$ cat src/rtl/alu_md.sv
// rtl/alu_md.sv - single-cycle ALU with iterative radix-2 multiply/divide unit and HI/LO registers
module alu_md #(
  parameter int DATA_ALU = 32,
  parameter int OP_SZ    = 4,
  parameter int SH_SZ    = 5
) (
  input  logic                I_CLK,
  input  logic                I_RST_N,
  input  logic [DATA_ALU-1:0] I_A,
  input  logic [DATA_ALU-1:0] I_B,
  input  logic [OP_SZ-1:0]    I_OP,
  input  logic [SH_SZ-1:0]    I_SH,
  input  logic                I_START,
  output logic [DATA_ALU-1:0] O_RSL,
  output logic [DATA_ALU-1:0] O_HI,
  output logic [DATA_ALU-1:0] O_LO,
  output logic                O_BUSY,
  output logic                O_DONE,
  output logic                O_DIV0
);
  localparam int N  = DATA_ALU;
  localparam int CW = $clog2(N);

  typedef enum logic [1:0] {S_IDLE, S_CALC, S_FIX} state_t;

  state_t          state_q;
  logic [N-1:0]    hi_q, lo_q, a_q, b_q, acc_hi_q, acc_lo_q;
  logic [CW-1:0]   cnt_q;
  logic            div_q, sa_q, sb_q, zero_q, busy_q, done_q, div0_q;

  logic            is_md, accept, a_neg, b_neg, b_zero;
  logic [N-1:0]    mag_a, mag_b;
  logic [N:0]      mul_sum, div_sh;
  logic [N-1:0]    div_diff, hi_step, lo_step;
  logic            div_ge;
  logic [2*N-1:0]  prod, prod_fix;
  logic [N-1:0]    quo_fix, rem_fix;

  always_comb begin
    O_RSL = I_A + I_B;
    case (I_OP)
      OP_SZ'(2):            O_RSL = I_A << I_SH;
      OP_SZ'(3):            O_RSL = I_A >> I_SH;
      OP_SZ'(4):            O_RSL = {{(N-1){1'b0}}, (I_A < I_B)};
      OP_SZ'(5), OP_SZ'(6): O_RSL = I_A - I_B;
      OP_SZ'(7):            O_RSL = $signed(I_A) >>> I_SH;
      OP_SZ'(12):           O_RSL = hi_q;
      OP_SZ'(13):           O_RSL = lo_q;
      default:              O_RSL = I_A + I_B;
    endcase
  end

  // Opcodes 8-11: bit1 selects divide, bit0 selects unsigned.
  assign is_md  = (I_OP >= OP_SZ'(8)) && (I_OP <= OP_SZ'(11));
  assign accept = I_START && !busy_q && is_md;
  assign a_neg  = !I_OP[0] && I_A[N-1];
  assign b_neg  = !I_OP[0] && I_B[N-1];
  assign mag_a  = a_neg ? -I_A : I_A;
  assign mag_b  = b_neg ? -I_B : I_B;
  assign b_zero = (I_B == '0);

  always_comb begin
    mul_sum  = {1'b0, acc_hi_q} + (acc_lo_q[0] ? {1'b0, b_q} : '0);
    div_sh   = {acc_hi_q, acc_lo_q[N-1]};
    div_ge   = (div_sh >= {1'b0, b_q});
    div_diff = div_sh[N-1:0] - b_q;
    if (div_q) begin
      hi_step = div_ge ? div_diff : div_sh[N-1:0];
      lo_step = {acc_lo_q[N-2:0], div_ge};
    end else begin
      hi_step = mul_sum[N:1];
      lo_step = {mul_sum[0], acc_lo_q[N-1:1]};
    end
    prod     = {acc_hi_q, acc_lo_q};
    prod_fix = (sa_q ^ sb_q) ? -prod : prod;
    quo_fix  = (sa_q ^ sb_q) ? -acc_lo_q : acc_lo_q;
    rem_fix  = sa_q ? -acc_hi_q : acc_hi_q;
  end

  always_ff @(posedge I_CLK or negedge I_RST_N) begin
    if (!I_RST_N) begin
      state_q  <= S_IDLE;
      hi_q     <= '0;
      lo_q     <= '0;
      a_q      <= '0;
      b_q      <= '0;
      acc_hi_q <= '0;
      acc_lo_q <= '0;
      cnt_q    <= '0;
      div_q    <= 1'b0;
      sa_q     <= 1'b0;
      sb_q     <= 1'b0;
      zero_q   <= 1'b0;
      busy_q   <= 1'b0;
      done_q   <= 1'b0;
      div0_q   <= 1'b0;
    end else begin
      done_q <= 1'b0;
      case (state_q)
        S_IDLE: begin
          if (accept) begin
            busy_q   <= 1'b1;
            div_q    <= I_OP[1];
            a_q      <= I_A;
            b_q      <= mag_b;
            sa_q     <= a_neg;
            sb_q     <= b_neg;
            acc_hi_q <= '0;
            acc_lo_q <= mag_a;
            cnt_q    <= '0;
            zero_q   <= I_OP[1] && b_zero;
            if (I_OP[1] && b_zero) begin
              state_q <= S_FIX;
            end else begin
              state_q <= S_CALC;
              div0_q  <= 1'b0;
            end
          end
        end
        S_CALC: begin
          acc_hi_q <= hi_step;
          acc_lo_q <= lo_step;
          cnt_q    <= cnt_q + 1'b1;
          if (cnt_q == CW'(N-1)) state_q <= S_FIX;
        end
        S_FIX: begin
          state_q <= S_IDLE;
          busy_q  <= 1'b0;
          done_q  <= 1'b1;
          if (zero_q) begin
            hi_q   <= a_q;
            lo_q   <= '1;
            div0_q <= 1'b1;
          end else if (div_q) begin
            hi_q <= rem_fix;
            lo_q <= quo_fix;
          end else begin
            {hi_q, lo_q} <= prod_fix;
          end
        end
        default: state_q <= S_IDLE;
      endcase
    end
  end

  assign O_HI   = hi_q;
  assign O_LO   = lo_q;
  assign O_BUSY = busy_q;
  assign O_DONE = done_q;
  assign O_DIV0 = div0_q;
endmodule
$ cat config.mk
export PLATFORM = sky130hd
export DESIGN_NAME = alu_md
export DESIGN_NICKNAME = d
export VERILOG_FILES = /design/src/rtl/alu_md.sv
export SDC_FILE = /design/constraint.sdc
export NUM_CORES = 1
export LEC_CHECK = 0
export BUFFER_PORTS_ARGS = -buffer_cell sky130_fd_sc_hd__buf_2
export CAP_MARGIN = 10
export CORE_ASPECT_RATIO = 0.7
export CORE_MARGIN = 2
export CORE_UTILIZATION = 40
export CTS_CLUSTER_DIAMETER = 50
export DETAILED_ROUTE_END_ITERATION = 10
export PLACE_DENSITY = 0.6
export SYNTH_ARGS = -nofsm -noshare
export SYNTH_HDL_FRONTEND = slang
export SYNTH_SLANG_ARGS = --single-unit
$ cat constraint.sdc
create_clock -name I_CLK -period 5.35 [get_ports I_CLK]
set_input_delay 1.07 -clock I_CLK [delete_from_list [all_inputs] [get_ports I_CLK]]
set_output_delay 1.07 -clock I_CLK [all_outputs]
set_load 0.03 [all_outputs]
Word level (Yosys, flattened, before mapping)
Cells that the tools add are included.
W data, S select, Z words.
Word-level totals
  bits in registers: 206
  input bits: 76
  output and inout bits: 99
  logic and storage cells: 97
Operators by class
  add/sub/neg operators: 10
  $lt $le $gt $ge: 4
  equal/unequal tests: 15
  shifts and indexed selects: 3
  muxes and demuxes: 31
  bitwise logic cells: 1
  reductions and logical operators: 18
Operators by type and width (count)
  $mux W32: 14
  $pmux W32 S7: 1
  $neg A32 Y32: 4
  $pmux W32 S2: 2
  $mux W64: 1
  $neg A64 Y64: 1
  $sub A32 B32 Y32: 2
  $add A32 B32 Y33: 1
  $ge A33 B32 Y1: 1
  $add A32 B32 Y32: 1
  $logic_not A32 Y1: 1
  $lt A32 B32 Y1: 1
  $shl A32 B5 Y32: 1
  $shr A32 B5 Y32: 1
  $sshr A32 B5 Y32: 1
  $eq A4 B3 Y1 const B: 4
  $pmux W5 S2: 1
  $eq A4 B2 Y1 const B: 2
  $eq A4 B4 Y1 const B: 2
  $ne A2 B2 Y1 const B: 4
  $reduce_and A2 Y1: 4
  $logic_and A1 B1 Y1: 6
  $mux W2: 3
  $add A5 B1 Y5 const B: 1
  other kinds (15): 22

Depth between registers and ports, before layout
  word-level depth: 5
  depth in mapped cells: 15
  gate-level depth less buffers: 14

Least setup slack after synthesis
Ideal clock, no wire load.
  kind: input port to output port
  start point: input port I_A[0]
  end point: output port O_RSL[20]
  arrival time: 3.903 ns
  data required time: 4.280 ns
  slack: 0.377 ns
  cell stages on the path: 14
  cells stage by stage: clkbuf_1 > inv_1 > ha_1 > fa_1 > nor2b_1 > o21ai_0 > a21oi_1 > o21ai_1 > nand2_1 > a221o_1 > a21oi_1 > a31oi_1 > a221oi_1 > o21ai_0
On the way
  longest elaborated chain between the ends: 2
RTL lines
  start: declaration: RTL line 9  | input logic [DATA_ALU-1:0] I_A,
  $add A32 B32 Y32 (tied with other cells): RTL line 49  | default: O_RSL = I_A + I_B;
  $pmux W32 S7 (*): RTL line 41  | case (I_OP)
  end: declaration: RTL line 14  | output logic [DATA_ALU-1:0] O_RSL,
Mark *: on every way between the ends. The rest lies on a longest branch, timed or not.

Final worst setup path
  start point: input port I_SH[1]
  end point: output port O_RSL[14]
On the way
  longest elaborated chain between the ends: 2
RTL lines
  start: declaration: RTL line 12  | input logic [SH_SZ-1:0] I_SH,
  $sshr A32 B5 Y32 (tied with other cells): RTL line 46  | OP_SZ'(7): O_RSL = $signed(I_A) >>> I_SH;
  $pmux W32 S7 (*): RTL line 41
Marks and branches as above.

==> run metrics <==
clock network fraction of total power 0.124; Worst-Margin Slew 1.29 ns; synth warn 0; Port Buffers 174; status complete, no violations; unrepaired setup endpoints after global routing true; Post-synth ARST share 1.00; Clock Skew 0.00947 ns; Worst VDD drop 0.000280 V; nets 3,416; I/O Pins 175; area grow syn2layout 14.8%; DRC errors left 0; antenna violations before repair 6; Clock Path Buffers 3; Post-Syn Area 23,100 um2; cell with the most instances on the worst path buf_4; type of origin of the critical path input pin; GPL Wtd Cong 1.03; Die Y 205 um; Mapped Cells 3,026; largest net degree at the start of global routing 108; final hold vios 0; syn nets 3,240; slew margin rel. 0.136; Post-CTS Setup Inserts 0; HP Class reg -> reg; total grt overflow 0; CP Class in -> out; Worst EP required 4.28 ns; starting density of the core 0.406; Core Box Area 56,900 um2; CTS tree yes; switch share 0.516; setup tns final 0 ns; total track usage 0.365; Final Max Tran Viols 0; TritonCTS Buffers 22; fmax 0.191 GHz; critical-path cell list buf_4, buf_4, mux2i_1, o22ai_1, o21ai_1, buf_4, nand2_1, o211ai_1, o21ai_0, a222oi_1, buf_4, o21ai_0, buf_2; Synth Register Bits 206; CTS Hold Buffers Added 0; clk sinks 206; CP max FO 25; via count 25,700; final cell count without fillers 3,970; Rows 73; fin crit share 0.981; antenna-violating nets left 0; DP Cell Count 3,928; EDFF count, synth 0; sequential share of power 0.211; die area 59,700 um2; Switching Power 7060 uW; Critical Path AT 4.18 ns; min cycle time layout 5.25 ns; final setup fails 0; Internal 6620 uW; final wirelength 112 mm; layout cells sized above 1 0.167; post-detail-place hpwl 88.1 mm; Initial DRC Count 3,760; TritonRoute pass-1 iters 6; fillcell total 5,854; sequential area share after synthesis 0.223; post-cts resize count 2; Comb pwr share 0.665; Worst-Skew Late Latency 0.54 ns; vias in the first global route 23,500; clock slew at reported path FFs 0.07 ns; Power Density 516 nW/um2; first-pass GRT wire length 162 mm; capturing element type of the critical path output pin; CTS H-tree lvls 1; CP max stage delay 0.67 ns; Avg Cell Area, Syn 7.63 um2; CP max stage cell a222oi_1; die width 291 um; Max Cap Viol 0; Netlist cell types 94; Clk Tree Root Cell clkbuf_16; Via density 6.47; WL/cell 28.3 um; Leak 0.0117 uW; ys flop type dfrtp_1
synthesized netlist by cell type, types with 10 or more instances:
library cell  instances  area (um2)
or4_1                10        75.1
o22a_1               33         289
mux4_2               25         563
buf_2                19        95.1
a21o_1               53         398
inv_1               129         484
a211oi_1             65         488
a221o_1              15         150
o41ai_1              13         114
o21a_1               14         105
o22ai_1              13        81.3
a22oi_1              21         158
nand2_1             323        1210
nor2b_1              19         119
o211ai_1             22         165
and3_1               21         131
xnor2_1             112         981
dfrtp_1             206        5150
nor3_1               53         265
mux2i_1             134        1340
nand2b_1             38         238
xor2_1               67         587
nand3_1              37         185
nand4_1              24         150
nor4_1               31         194
o31ai_1              26         195
nor2_1              293        1100
buf_1                20        75.1
mux2_2               29         327
or3_1                26         163
o221ai_1             22         193
ha_1                134        1680
a221oi_1             35         307
a21oi_1             276        1380
o21ai_0             223        1120
and2_1               19         119
o21bai_1             34         255
a31oi_1              33         206
o21ai_1              19        95.1
clkbuf_1            181         679
worst max-delay path, delay by kind of cell:
family / cells / cell delay, ns
mux: 1 / 0.29
buf+inv: 5 / 1.21
simple gates: 1 / 0.05
compound gates: 6 / 1.54
area by class of cell:
class	instances	area [um2]	area share
multi-input combinational	2455	16600	0.626
sequential	206	5160	0.195
timing repair buffer	385	2550	0.0961
tap	750	938	0.0354
clock buffer	28	624	0.0236
inverter	132	495	0.0187
clock inverter	12	141	0.00533
antenna	2	5.00	0.000189
worst paths after layout:
| kind | startpoint | to | slack [ns] | cells past startpoint |
|---|---|---|---|---|
| worst min-delay path | a_q[31] | a_q[31] | 0.47 | 2 |
| worst max-delay path | I_SH[1] | O_RSL[14] | 0.10 | 13 |
| max in group asynchronous | I_RST_N | b_q[18] | 3.67 | 2 |
| worst max register to register | acc_lo_q[0] | acc_hi_q[31] | 0.91 | 14 |
| min in group asynchronous | I_RST_N | O_LO[23] | 0.55 | 1 |
| worst min register to register | a_q[31] | a_q[31] | 0.47 | 2 |
registers in the layout, indices dropped and copies added (netlist names):
signal    flops
b_q          32
cnt_q         5
O_DIV0        1
acc_hi_q     32
div_q         1
sb_q          1
O_DONE        1
state_q       2
O_HI         32
zero_q        1
sa_q          1
O_BUSY        1
O_LO         32
acc_lo_q     32
a_q          32
kinds of logic (layout without fill, tap and decap cells):
| group | Yosys count | count (layout) | share of synthesized area |
|---|---|---|---|
| simple gates | 938 | 938 | 0.188 |
| buf+inv | 365 | 557 | 0.0622 |
| fa+ha+maj | 138 | 138 | 0.0761 |
| xor+xnor | 179 | 179 | 0.0679 |
| flops | 206 | 206 | 0.223 |
| other cells | 0 | 2 | 0 |
| compound gates | 1012 | 1012 | 0.286 |
| mux | 188 | 188 | 0.0966 |
power groups by stage:
stage	registers [uW]	logic, uW	clock network, uW
floorplan	2650	6420	0
global placement	2860	8710	0
detailed placement	2880	8810	0
CTS	2860	8890	1700
global route	2950	9900	1770
finish	2890	9090	1690
layer usage:
layer,vias to the layer above,GRT usage,part of all wire
met5,-,0,0.00038
met4,6,0.113,0.035
met3,178,0.0817,0.11
met2,1535,0.505,0.39
met1,12500,0.554,0.46
li1,11400,-,-
cells in the final DEF, fill, tap and decap left out, types with 24 or more instances in the layout:
master / Yosys / layout
a221oi_1: 35 / 34
or3_1: 26 / 26
nand4_1: 24 / 24
nor4_1: 31 / 31
xor2_1: 67 / 66
inv_1: 129 / 128
o21bai_1: 34 / 34
a21o_1: 53 / 53
nor2_1: 293 / 291
buf_2: 19 / 170
a31oi_1: 33 / 33
ha_1: 134 / 133
dfrtp_1: 206 / 204
a21oi_1: 276 / 275
nor3_1: 53 / 52
mux4_2: 25 / 25
mux2i_1: 134 / 134
xnor2_1: 112 / 111
nand2b_1: 38 / 37
mux2_2: 29 / 29
o21ai_0: 223 / 221
buf_4: 8 / 208
nand2_1: 323 / 323
a211oi_1: 65 / 65
nand3_1: 37 / 37
o31ai_1: 26 / 25
o22a_1: 33 / 33
through the flow:
step | cell area [um2] | hold slack (ns) | utilization | total power, uW | worst slack [ns]
2_1_floorplan | 23100 | 0.438 | - | 9070 | 0.377
5_1_grt | 26500 | 0.502 | 0.466 | 14600 | -0.0303
6_report | 26500 | 0.474 | 0.466 | 13700 | 0.102
3_3_place_gp | 25700 | 0.453 | 0.452 | 11600 | 0.00821
4_1_cts | 26500 | 0.474 | 0.465 | 13400 | 0.0564
3_5_place_dp | 25700 | 0.456 | 0.452 | 11700 | -0.0409
(Power assumes the default switching activity.)
